`src/rtl/regfile_wb_arbiter_pkg.sv`:
```
// Shared types and constants for the register-file writeback arbiter.
// Provides the write-port address width, the XZR index and the requester source encoding.
package regfile_arb_pkg;

    localparam int unsigned REG_ADDR_W = 5;
    localparam int unsigned WB_DATA_W  = 64;
    localparam logic [REG_ADDR_W-1:0] ZERO_REG = 5'd31;

    typedef enum logic {
        SRC_EXEC = 1'b0,
        SRC_LOAD = 1'b1
    } wb_src_t;

    typedef struct packed {
        logic [REG_ADDR_W-1:0] addr;
        logic [WB_DATA_W-1:0]  data;
    } wb_req_t;

    // The starvation counter must be able to hold STARVE_LIMIT and is never narrower than 2 bits.
    function automatic int unsigned starve_cnt_w(input int unsigned limit);
        return ($clog2(limit + 1) < 2) ? 2 : $clog2(limit + 1);
    endfunction

endpackage

```
`src/rtl/regfile_wb_arbiter_if.sv`:
```
// Writeback requester handshakes plus the registered register-file write port.
// master = requester/register-file side, slave = arbiter.
interface regfile_wb_arbiter_if
    import regfile_arb_pkg::*;
#(
    parameter int unsigned N = WB_DATA_W
);
    logic                  req0_valid;
    logic [REG_ADDR_W-1:0] req0_addr;
    logic [N-1:0]          req0_data;
    logic                  req0_ready;
    logic                  req1_valid;
    logic [REG_ADDR_W-1:0] req1_addr;
    logic [N-1:0]          req1_data;
    logic                  req1_ready;
    logic                  we3;
    logic [REG_ADDR_W-1:0] wa3;
    logic [N-1:0]          wd3;
    wb_src_t               grant_id;

    modport master (
        output req0_valid, req0_addr, req0_data,
        output req1_valid, req1_addr, req1_data,
        input  req0_ready, req1_ready,
        input  we3, wa3, wd3, grant_id
    );

    modport slave (
        input  req0_valid, req0_addr, req0_data,
        input  req1_valid, req1_addr, req1_data,
        output req0_ready, req1_ready,
        output we3, wa3, wd3, grant_id
    );
endinterface

```
`src/rtl/regfile_wb_arbiter_starve_counter.sv`:
```
// Saturating count of consecutive cycles the execute requester waited while valid.
// hit_o flags that the limit is reached and req0 must win the next tie.
module arb_starve_counter
    import regfile_arb_pkg::*;
#(
    parameter int unsigned LIMIT = 3
) (
    input  logic clk,
    input  logic reset,
    input  logic inc_i,
    input  logic clr_i,
    output logic hit_o
);
    localparam int unsigned W = starve_cnt_w(LIMIT);

    logic [W-1:0] cnt_q;
    logic [W-1:0] cnt_d;

    assign hit_o = (cnt_q == W'(LIMIT));

    always_comb begin
        cnt_d = cnt_q;
        if (clr_i) begin
            cnt_d = '0;
        end else if (inc_i && !hit_o) begin
            cnt_d = cnt_q + 1'b1;
        end
    end

    always_ff @(posedge clk) begin
        if (reset) begin
            cnt_q <= '0;
        end else begin
            cnt_q <= cnt_d;
        end
    end

endmodule

```
`src/rtl/regfile_wb_arbiter.sv`:
```
// Shares the register file write port between execute (req0) and load (req1) writeback.
// Load has fixed priority; a starvation guard hands the tie to execute after STARVE_LIMIT waits.
module regfile_wb_arbiter
    import regfile_arb_pkg::*;
#(
    parameter int unsigned N = WB_DATA_W,
    parameter int unsigned STARVE_LIMIT = 3,
    parameter logic [REG_ADDR_W-1:0] ZERO_REG = regfile_arb_pkg::ZERO_REG
) (
    input  logic clk,
    input  logic reset,
    regfile_wb_arbiter_if.slave bus
);
    logic gnt0;
    logic gnt1;
    logic starve_hit;
    wb_req_t sel;

    logic                  we3_q, we3_d;
    logic [REG_ADDR_W-1:0] wa3_q, wa3_d;
    logic [N-1:0]          wd3_q, wd3_d;
    wb_src_t               gid_q, gid_d;

    // Grants already include the valid, so a grant is a completed handshake at the next edge.
    assign gnt1 = !reset && bus.req1_valid && !(bus.req0_valid && starve_hit);
    assign gnt0 = !reset && bus.req0_valid && !gnt1;

    assign bus.req0_ready = gnt0;
    assign bus.req1_ready = gnt1;

    arb_starve_counter #(
        .LIMIT (STARVE_LIMIT)
    ) u_starve (
        .clk   (clk),
        .reset (reset),
        .inc_i (bus.req0_valid && !gnt0),
        .clr_i (!bus.req0_valid || gnt0),
        .hit_o (starve_hit)
    );

    always_comb begin
        sel   = gnt1 ? '{addr: bus.req1_addr, data: bus.req1_data}
                     : '{addr: bus.req0_addr, data: bus.req0_data};
        we3_d = 1'b0;
        wa3_d = wa3_q;
        wd3_d = wd3_q;
        gid_d = gid_q;
        if (gnt0 || gnt1) begin
            // XZR writes still retire the request but never reach the register file.
            we3_d = (sel.addr != ZERO_REG);
            wa3_d = sel.addr;
            wd3_d = sel.data;
            gid_d = gnt1 ? SRC_LOAD : SRC_EXEC;
        end
    end

    always_ff @(posedge clk) begin
        if (reset) begin
            we3_q <= 1'b0;
            wa3_q <= '0;
            wd3_q <= '0;
            gid_q <= SRC_EXEC;
        end else begin
            we3_q <= we3_d;
            wa3_q <= wa3_d;
            wd3_q <= wd3_d;
            gid_q <= gid_d;
        end
    end

    assign bus.we3      = we3_q;
    assign bus.wa3      = wa3_q;
    assign bus.wd3      = wd3_q;
    assign bus.grant_id = gid_q;

endmodule

```
`src/flat_wrapper.sv`:
```
// flat-port wrapper written by rule: the top's interface ports become plain ports
module regfile_wb_arbiter_flat import regfile_arb_pkg::*;
#(
    parameter int unsigned N = WB_DATA_W,
    parameter int unsigned STARVE_LIMIT = 3,
    parameter logic [REG_ADDR_W-1:0] ZERO_REG = regfile_arb_pkg::ZERO_REG
)
  (clk, reset, bus_req0_valid, bus_req0_addr, bus_req0_data, bus_req1_valid, bus_req1_addr, bus_req1_data, bus_req0_ready, bus_req1_ready, bus_we3, bus_wa3, bus_wd3, bus_grant_id);
  regfile_wb_arbiter_if #(.N(N)) bus_i ();
  input  logic clk;
  input  logic reset;
  input wire logic [$bits(bus_i.req0_valid)-1:0] bus_req0_valid;
  input wire logic [$bits(bus_i.req0_addr)-1:0] bus_req0_addr;
  input wire logic [$bits(bus_i.req0_data)-1:0] bus_req0_data;
  input wire logic [$bits(bus_i.req1_valid)-1:0] bus_req1_valid;
  input wire logic [$bits(bus_i.req1_addr)-1:0] bus_req1_addr;
  input wire logic [$bits(bus_i.req1_data)-1:0] bus_req1_data;
  output wire logic [$bits(bus_i.req0_ready)-1:0] bus_req0_ready;
  output wire logic [$bits(bus_i.req1_ready)-1:0] bus_req1_ready;
  output wire logic [$bits(bus_i.we3)-1:0] bus_we3;
  output wire logic [$bits(bus_i.wa3)-1:0] bus_wa3;
  output wire logic [$bits(bus_i.wd3)-1:0] bus_wd3;
  output wire logic [$bits(bus_i.grant_id)-1:0] bus_grant_id;
  assign bus_i.req0_valid = bus_req0_valid;
  assign bus_i.req0_addr = bus_req0_addr;
  assign bus_i.req0_data = bus_req0_data;
  assign bus_i.req1_valid = bus_req1_valid;
  assign bus_i.req1_addr = bus_req1_addr;
  assign bus_i.req1_data = bus_req1_data;
  assign bus_req0_ready = bus_i.req0_ready;
  assign bus_req1_ready = bus_i.req1_ready;
  assign bus_we3 = bus_i.we3;
  assign bus_wa3 = bus_i.wa3;
  assign bus_wd3 = bus_i.wd3;
  assign bus_grant_id = bus_i.grant_id;
  regfile_wb_arbiter #(.N(N), .STARVE_LIMIT(STARVE_LIMIT), .ZERO_REG(ZERO_REG)) u_core (.clk(clk), .reset(reset), .bus(bus_i));
endmodule
```
`config.mk`:
```
export PLATFORM = sky130hd
export DESIGN_NAME = regfile_wb_arbiter_flat
export DESIGN_NICKNAME = d
export VERILOG_FILES = /design/src/rtl/regfile_wb_arbiter_pkg.sv /design/src/rtl/regfile_wb_arbiter_if.sv /design/src/rtl/regfile_wb_arbiter_starve_counter.sv /design/src/rtl/regfile_wb_arbiter.sv /design/src/flat_wrapper.sv
export SDC_FILE = /design/constraint.sdc
export NUM_CORES = 1
export LEC_CHECK = 0
export CAP_MARGIN = 20
export CORE_MARGIN = 4
export CORE_UTILIZATION = 30
export DETAILED_ROUTE_END_ITERATION = 12
export GPL_TIMING_DRIVEN = 0
export PLACE_DENSITY = 0.77
export SKIP_CTS_REPAIR_TIMING = 1
export SYNTH_ARGS = -nofsm -noshare
export SYNTH_HDL_FRONTEND = slang
export SYNTH_SLANG_ARGS = --single-unit
```
`constraint.sdc`:
```
create_clock -name clk -period 1.58 [get_ports clk]
set_input_delay 0.237 -clock clk [delete_from_list [all_inputs] [get_ports clk]]
set_output_delay 0.237 -clock clk [all_outputs]
set_load 0.005 [all_outputs]
```
==> results of run 1 <==
power by group through the flow:
stage,Sequential [mW],Combinational [mW],Clock [mW]
2_1_floorplan,2.10,0.358,0
3_3_place_gp,2.09,1.11,0
3_5_place_dp,2.10,1.12,0
4_1_cts,2.05,1.12,1.69
5_1_grt,2.07,1.26,1.75
6_report,2.06,1.16,1.63
kinds of logic (layout without fill, tap and decap cells):
group                      after synthesis  in the layout  share of synthesized area
muxes                                   42             42                      0.128
AOI/OAI and AO/OA                       72             72                      0.162
buffers and inverters                   36            274                     0.0491
DFF                                     73             73                      0.445
and+or+nand+nor                        135            135                      0.212
adders and majority gates                1              1                    0.00381
Yosys cell counts:
library cell   n
a311oi_1      16
nor2_2         1
or2_2          1
a311oi_2      10
nor2_1        30
and4b_1        1
nand2_1       52
a21bo_1        1
buf_2          6
ha_1           1
nand4_1        2
nor4b_1        1
or2_1          1
o21ai_0       43
o32ai_1        2
nand2b_1       1
buf_6          2
inv_2          1
dfxtp_1       73
nor3_1         2
inv_1          2
nor2b_1        1
mux2i_1       42
nand3b_1      42
clkbuf_1      24
buf_4          1
flip-flops by register name (all words and copies together), names as in the netlist:
register,count
u_core.bus.grant_id,1
u_core.bus.wa3,5
u_core.bus.wd3,64
u_core.bus.we3,1
u_core.u_starve.cnt_q,2
cell type report:
class / count / area [µm²]
clock buffer: 11 / 141
timing repair buffer: 223 / 2220
clock inverter: 5 / 78.8
inverter: 3 / 13.8
buffer: 32 / 190
fill: 940 / 4490
multi-input combinational: 250 / 1740
sequential: 73 / 1460
tap: 136 / 170
routing by layer:
| metal | track usage | part of all wire |
|---|---|---|
| met5 | 0 | 0 |
| met4 | 0.0425 | 0.0073 |
| met2 | 0.306 | 0.51 |
| met3 | 0.0609 | 0.084 |
| met1 | 0.207 | 0.40 |
critical path, stage by stage, from the launching register on:
cell and delay, ns:
dfxtp_2 0.34, ha_4 0.15, a21bo_1 0.19, or2_1 0.24, buf_6 0.13, inv_4 0.05, buf_8 0.12, nor3_4 0.04
buf_2 0.13
worst min path at each step:
stage / start / endpoint / slack [ns]
detailed placement: u_core.u_starve.cnt_q[0] / u_core.u_starve.cnt_q[0] / 0.43
finish: u_core.u_starve.cnt_q[0] / u_core.u_starve.cnt_q[0] / 0.44
global route: u_core.u_starve.cnt_q[0] / u_core.u_starve.cnt_q[0] / 0.45
CTS: u_core.u_starve.cnt_q[0] / u_core.u_starve.cnt_q[0] / 0.44
floorplan: bus_req1_data[36] / u_core.bus.wd3[36] / 0.40
global placement: u_core.u_starve.cnt_q[0] / u_core.u_starve.cnt_q[0] / 0.42
metrics by stage:
stage	total power, mW	setup slack (ns)	utilization
5_1_grt	5.08	-0.484	0.573
2_1_floorplan	2.46	-0.0196	-
4_1_cts	4.87	-0.908	0.554
3_3_place_gp	3.20	-0.920	0.533
6_report	4.85	-0.382	0.573
3_5_place_dp	3.22	-0.909	0.533
==> impl_metrics.ini, run 1 <==
[final_layout]
fin_nets = 735
layout_commonest_cell = clkdlybuf4s50_1
layout.cells.non_filler = 733
n_antenna_cell = 0
final_cell_mix = clkdlybuf4s50_1 (212), dfxtp_1 (71), nand2_1 (52)
layout-drive-gt1-share = 0.116
synthToLayoutAreaGrowth_pct = 83.4
fin_area_um2 = 6020

[global_route]
grt_max_degree = 13
grt_pass1_wl_um = 18400
antenna_found_initial = 0
overflow = 0
grt_pass1_vias = 3745
grt_usage = 0.176

[cts]
htree_levels = 3
cts_buffers = 9
cts_root_buffer = clkbuf_8
clk_pin_slew_ns = 0.07
clock_path_buffers = 2
clock_latency_ns = 0.34
clock-sinks = 73
cts_tree = yes

[placement]
io_buffers = 214
hpwl_um = 8980
dpl-instance-area_um2 = 5610
placed_cells = 709
routabilityCongestion = 0.822

[drt]
wirelength_um = 11600
wire_per_inst_um = 15.8
antenna_left = 0
dr.pass1.iters = 4
viasPerCell = 4.80
route.detailed.drc = 0
drt_iter0_markers = 181
vias = 3519

[timing]
final.setup.tns_ns = -13.75
slew_viol_final = 0
maxSlewHeadroom = 0.530
grt_setup_unrepaired = yes
final.setup_skew_ns = 0.00679
setup_viol = 71
hold_slack_ns = 0.440
tightest_slew_ns = 0.705
fin_ws_ns = -0.382
period_share = 1.24
hold_violations = 0
fmax_mhz = 510
min_period_ns = 1.96

[critical_path]
crit_required_ns = 1.34
crit_path_max_fanout = 8
reg2reg_depth = 8
critical_path_class = flop to output port
crit_path_start = u_core.u_starve.cnt_q[0]
r2r_setup_slack_ns = -0.29
r2r_start = u_core.u_starve.cnt_q[0]
cp-endpoint = bus_req0_ready
critPathArrivalTime_ns = 1.72
cp-end-kind = output port
start_kind = flop
r2r_end = u_core.bus.wd3[6]

[synthesis]
synthTopCellsByArea = dfxtp_1 (44%), mux2i_1 (13%), nand3b_1 (9.6%)
yosysTopAreaCell = dfxtp_1
syn_avg_cell_area_um2 = 9.15
synth_seq_cells = 73
ys_warn_count = 0
netlist_instances = 359
ys_types = 26
synth_seq_area_share = 0.445
yosysTopAreaCellShare = 0.445
syn_area_um2 = 3280
syn_nets = 502

[pwr]
netSwitchingPower_mw = 1.19
p_per_area_nw_per_um2 = 806
p_leak_nw = 2.41
clkPwrFrac = 0.336
seq_power_share = 0.424
p_comb_frac = 0.240
irDropWorstVdd_mv = 0.623
intPower_mw = 3.66
swShare = 0.245

[die]
io_pins = 215
die_height_um = 113
die_w_um = 113
initial_utilization = 0.313
core_um2 = 10500
row_count = 37
dieArea_um2 = 12700

[hold_path]
hp-class = flop to flop
whs_path_depth = 1

[outcome]
status = finished, violations left
violations = negative setup slack

[run]
cap_violations = 0
No activity file was read; power rests on OpenSTA's default activity.
==> run 2: changes to the inputs <==
--- a/config.mk
+++ b/config.mk
@@ -5,12 +5,11 @@
 export SDC_FILE = /design/constraint.sdc
 export NUM_CORES = 1
 export LEC_CHECK = 0
-export CAP_MARGIN = 20
-export CORE_MARGIN = 4
+export CORE_MARGIN = 2
 export CORE_UTILIZATION = 30
 export DETAILED_ROUTE_END_ITERATION = 12
 export GPL_TIMING_DRIVEN = 0
-export PLACE_DENSITY = 0.77
+export PLACE_DENSITY = 0.72
 export SKIP_CTS_REPAIR_TIMING = 1
 export SYNTH_ARGS = -nofsm -noshare
 export SYNTH_HDL_FRONTEND = slang
==> impl_metrics.ini, run 2 (synthesized netlist as in run 1, its figures left out) <==
[drt]
antenna_left = 0
viasPerCell = 4.90
wirelength_um = 11900
vias = 3619
route.detailed.drc = 0
wire_per_inst_um = 16.1
drt_iter0_markers = 179
dr.pass1.iters = 5

[outcome]
violations = negative setup slack
status = finished, violations left

[cts]
cts_root_buffer = clkbuf_8
cts_tree = yes
cts_buffers = 9
clock_path_buffers = 2
htree_levels = 3
clock-sinks = 73
clock_latency_ns = 0.34
clk_pin_slew_ns = 0.08

[timing]
min_period_ns = 1.99
fin_ws_ns = -0.410
final.setup.tns_ns = -11.05
fmax_mhz = 502
grt_setup_unrepaired = yes
setup_viol = 71
final.setup_skew_ns = 0.0107
maxSlewHeadroom = 0.515
slew_viol_final = 0
period_share = 1.26
hold_slack_ns = 0.438
tightest_slew_ns = 0.728
hold_violations = 0

[critical_path]
slowest_delay_ns = 0.34
slowest_stage = dfxtp_2
crit_required_ns = 1.34
crit_path_max_fanout = 7
r2r_setup_slack_ns = -0.32
cp-end-kind = output port
path_common_cell = buf_6
start_kind = flop
crit_chain = ha_4 > a21bo_1 > or2_1 > buf_6 > inv_4 > buf_6 > nor3_2 > buf_2
critPathArrivalTime_ns = 1.75
critical_path_class = flop to output port

[global_route]
antenna_found_initial = 0
grt_pass1_wl_um = 17400
grt_pass1_vias = 3575
overflow = 0
grt_max_degree = 13
grt_usage = 0.189

[die]
io_pins = 215
die_w_um = 109
dieArea_um2 = 11800
initial_utilization = 0.306
row_count = 38
core_um2 = 10700
die_height_um = 109

[pwr]
irDropWorstVdd_mv = 0.419
power_mw = 4.93
p_leak_nw = 2.45
p_per_area_nw_per_um2 = 809

[final_layout]
fillers = 1014
fin_nets = 736
final_cell_mix = clkdlybuf4s50_1 (212), dfxtp_1 (71), nand2_1 (52)
largest_register_ffs = 64
synthToLayoutAreaGrowth_pct = 85.8
layout-drive-gt1-share = 0.119
layout_commonest_cell = clkdlybuf4s50_1
n_antenna_cell = 0
layout.cells.non_filler = 738

[placement]
hpwl_um = 9010
placed_cells = 713
io_buffers = 214
routabilityCongestion = 0.816

[hold_path]
hp-class = flop to flop

[run]
cap_violations = 0
run 2: cell count changes in the layout (fill, tap and decap cells not counted), sizes merged:
cell          before  now
buf               20   19
clkbuf            34   35
clkinv             3    2
clkinvlp           0    1
dlymetal6s2s       0    1
run 2: power by group:
part	leakage [nW]	switching, mW	internal [mW]
clock network	0.115	0.695	0.970
logic	1.73	0.436	0.774
registers	0.606	0.0761	1.98
run 2: stage by stage:
| stage | instance area, µm² | utilization | setup WS (ns) |
|---|---|---|---|
| final | 6100 | 0.568 | -0.410 |
| after global routing | 6100 | 0.568 | -0.489 |
| after CTS | 5840 | 0.543 | -0.896 |
| after detailed placement | 5610 | 0.522 | -0.950 |
| after global placement | 5610 | 0.522 | -0.878 |
| after floorplan | 3290 | - | -0.0196 |
run 2: area by class of cell:
cell class,instances,area [µm²],area share
Timing Repair Buffer,224,2260,0.371
Multi-Input combinational cell,250,1720,0.282
Sequential cell,73,1460,0.240
Buffer,32,236,0.0388
Tap cell,140,175,0.0287
Clock buffer,11,151,0.0248
Clock inverter,5,77.6,0.0127
Inverter,3,13.8,0.00226
run 2: worst max-delay path: cells and delay by family (launching register included):
family	cells	cell delay, ns
AO/OA/AOI/OAI	1	0.20
adder cells (fa/ha/maj)	1	0.15
buffers and inverters	4	0.45
flip-flops	1	0.34
AND/OR/NAND/NOR	2	0.28
run 2: path summary, 6_finish.rpt:
| kind | to | start | cells past startpoint |
|---|---|---|---|
| max reg2reg | u_core.bus.wa3[2] | u_core.u_starve.cnt_q[0] | 10 |
| min | u_core.u_starve.cnt_q[0] | u_core.u_starve.cnt_q[0] | 1 |
| min reg2reg | u_core.u_starve.cnt_q[0] | u_core.u_starve.cnt_q[0] | 1 |
| max | bus_req0_ready | u_core.u_starve.cnt_q[0] | 8 |
run 2: layer usage:
metal	vias to the layer above	GRT usage	routed length [µm]	share of wire
met5	-	0	0	0
li1	1746	-	-	-
met3	16	0.0586	1190	0.10
met1	1682	0.209	4600	0.39
met2	175	0.338	5850	0.49
met4	0	0.0760	216	0.018
==> run 3: changes to the inputs <==
--- a/config.mk
+++ b/config.mk
@@ -5,11 +5,13 @@
 export SDC_FILE = /design/constraint.sdc
 export NUM_CORES = 1
 export LEC_CHECK = 0
+export CELL_PAD_IN_SITES_DETAIL_PLACEMENT = 0
+export CELL_PAD_IN_SITES_GLOBAL_PLACEMENT = 1
 export CORE_MARGIN = 2
-export CORE_UTILIZATION = 30
+export CORE_UTILIZATION = 23
 export DETAILED_ROUTE_END_ITERATION = 12
 export GPL_TIMING_DRIVEN = 0
-export PLACE_DENSITY = 0.72
+export PLACE_DENSITY = 0.79
 export SKIP_CTS_REPAIR_TIMING = 1
 export SYNTH_ARGS = -nofsm -noshare
 export SYNTH_HDL_FRONTEND = slang
==> impl_metrics.ini, run 3 (synthesized netlist as in run 1, its figures left out) <==
[drt]
viasPerCell = 4.61
dr.pass1.iters = 4
antenna_left = 0
drt_iter0_markers = 103
route.detailed.drc = 0
wire_per_inst_um = 15.3
vias = 3560
wirelength_um = 11800

[pwr]
power_mw = 5.45
clkPwrFrac = 0.405
p_comb_frac = 0.217
p_per_area_nw_per_um2 = 881
swShare = 0.238
seq_power_share = 0.378
intPower_mw = 4.15
p_leak_nw = 2.44
irDropWorstVdd_mv = 0.426
netSwitchingPower_mw = 1.30

[die]
dieArea_um2 = 15300
die_w_um = 124
initial_utilization = 0.236
die_height_um = 124
core_um2 = 13900
row_count = 43
io_pins = 215

[cts]
clock_latency_ns = 0.34
clk_pin_slew_ns = 0.06
cts_tree = yes
clock_path_buffers = 2
cts_root_buffer = clkbuf_16
clock-sinks = 73
cts_buffers = 9
htree_levels = 3

[outcome]
violations = negative setup slack
status = finished, violations left

[final_layout]
synthToLayoutAreaGrowth_pct = 88.3
largest_register_ffs = 64
n_antenna_cell = 0
fin_nets = 731
layout_commonest_cell = clkdlybuf4s50_1
final_cell_mix = clkdlybuf4s50_1 (211), dfxtp_1 (72), nand2_1 (51)
fin_area_um2 = 6190
layout-drive-gt1-share = 0.117

[critical_path]
crit_chain = ha_4 > a21bo_1 > or2_1 > buf_6 > inv_4 > buf_6 > nor3_2 > buf_2
critPathArrivalTime_ns = 1.71
path_common_cell = buf_6
slowest_stage = dfxtp_2
crit_path_max_fanout = 6
start_kind = flop
slowest_delay_ns = 0.33
cp-end-kind = output port
crit_required_ns = 1.34
critical_path_class = flop to output port

[placement]
dp_worst_setup_slack_ns = -1.03
io_buffers = 214
hpwl_um = 9060
routabilityCongestion = 0.772
dpl-instance-area_um2 = 5660

[timing]
min_period_ns = 1.95
grt_setup_unrepaired = yes
slew_viol_final = 0
setup_viol = 70
period_share = 1.23
fin_ws_ns = -0.371
hold_violations = 0
fmax_mhz = 513
final.setup_skew_ns = 0.00454
maxSlewHeadroom = 0.527
tightest_slew_ns = 0.710

[global_route]
grt_max_degree = 13
grt_pass1_vias = 3599
antenna_found_initial = 0
grt_usage = 0.152
grt_pass1_wl_um = 17700
overflow = 0

[run]
cap_violations = 0

[hold_path]
hp-class = primary input to flop
==> run 3: metrics by stage <==
stage	cells	hold slack, ns	utilization	setup TNS (ns)
floorplan	359	0.396	-	-0.196
global placement	753	0.423	0.406	-59.97
detailed placement	753	0.430	0.406	-59.13
CTS	768	0.439	0.429	-32.93
global route	772	0.385	0.444	-15.70
finish	772	0.338	0.444	-10.04
==> run 3: path summary, 6_finish.rpt <==
kind	cells past startpoint	slack [ns]	start	end
worst max-delay path	8	-0.37	u_core.u_starve.cnt_q[0]	bus_req0_ready
worst min-delay path	4	0.34	bus_req1_valid	u_core.bus.wd3[58]
worst max register to register	9	-0.22	u_core.u_starve.cnt_q[0]	u_core.bus.wd3[54]
worst min register to register	1	0.45	u_core.u_starve.cnt_q[0]	u_core.u_starve.cnt_q[0]
==> run 3: layout make-up <==
class / count / area (µm²)
tap: 180 / 225
inverter: 3 / 13.8
fill: 1382 / 7750
sequential: 73 / 1460
clock inverter: 5 / 80.1
timing repair buffer: 222 / 2200
clock buffer: 10 / 239
buffer: 29 / 218
multi-input combinational: 250 / 1750
==> run 3: critical path: cells and delay by family, from the launching register on <==
family | cells | cell delay [ns]
buf+inv | 4 | 0.43
flops | 1 | 0.33
simple gates | 2 | 0.27
fa+ha+maj | 1 | 0.16
compound gates | 1 | 0.16
==> run 3: power by group through the flow <==
stage | Clock, mW | Combinational (mW) | Sequential, mW
after floorplan | 0 | 0.358 | 2.10
after global placement | 0 | 1.12 | 2.09
after detailed placement | 0 | 1.13 | 2.10
after CTS | 2.28 | 1.13 | 2.06
after global routing | 2.34 | 1.28 | 2.08
final | 2.21 | 1.18 | 2.06
==> run 3: layer usage <==
| metal | GRT usage | up-vias | share of wire |
|---|---|---|---|
| li1 | - | 1736 | - |
| met1 | 0.178 | 1642 | 0.41 |
| met2 | 0.252 | 166 | 0.48 |
| met3 | 0.0461 | 16 | 0.088 |
| met4 | 0.0717 | 0 | 0.021 |
| met5 | 0 | - | 0 |
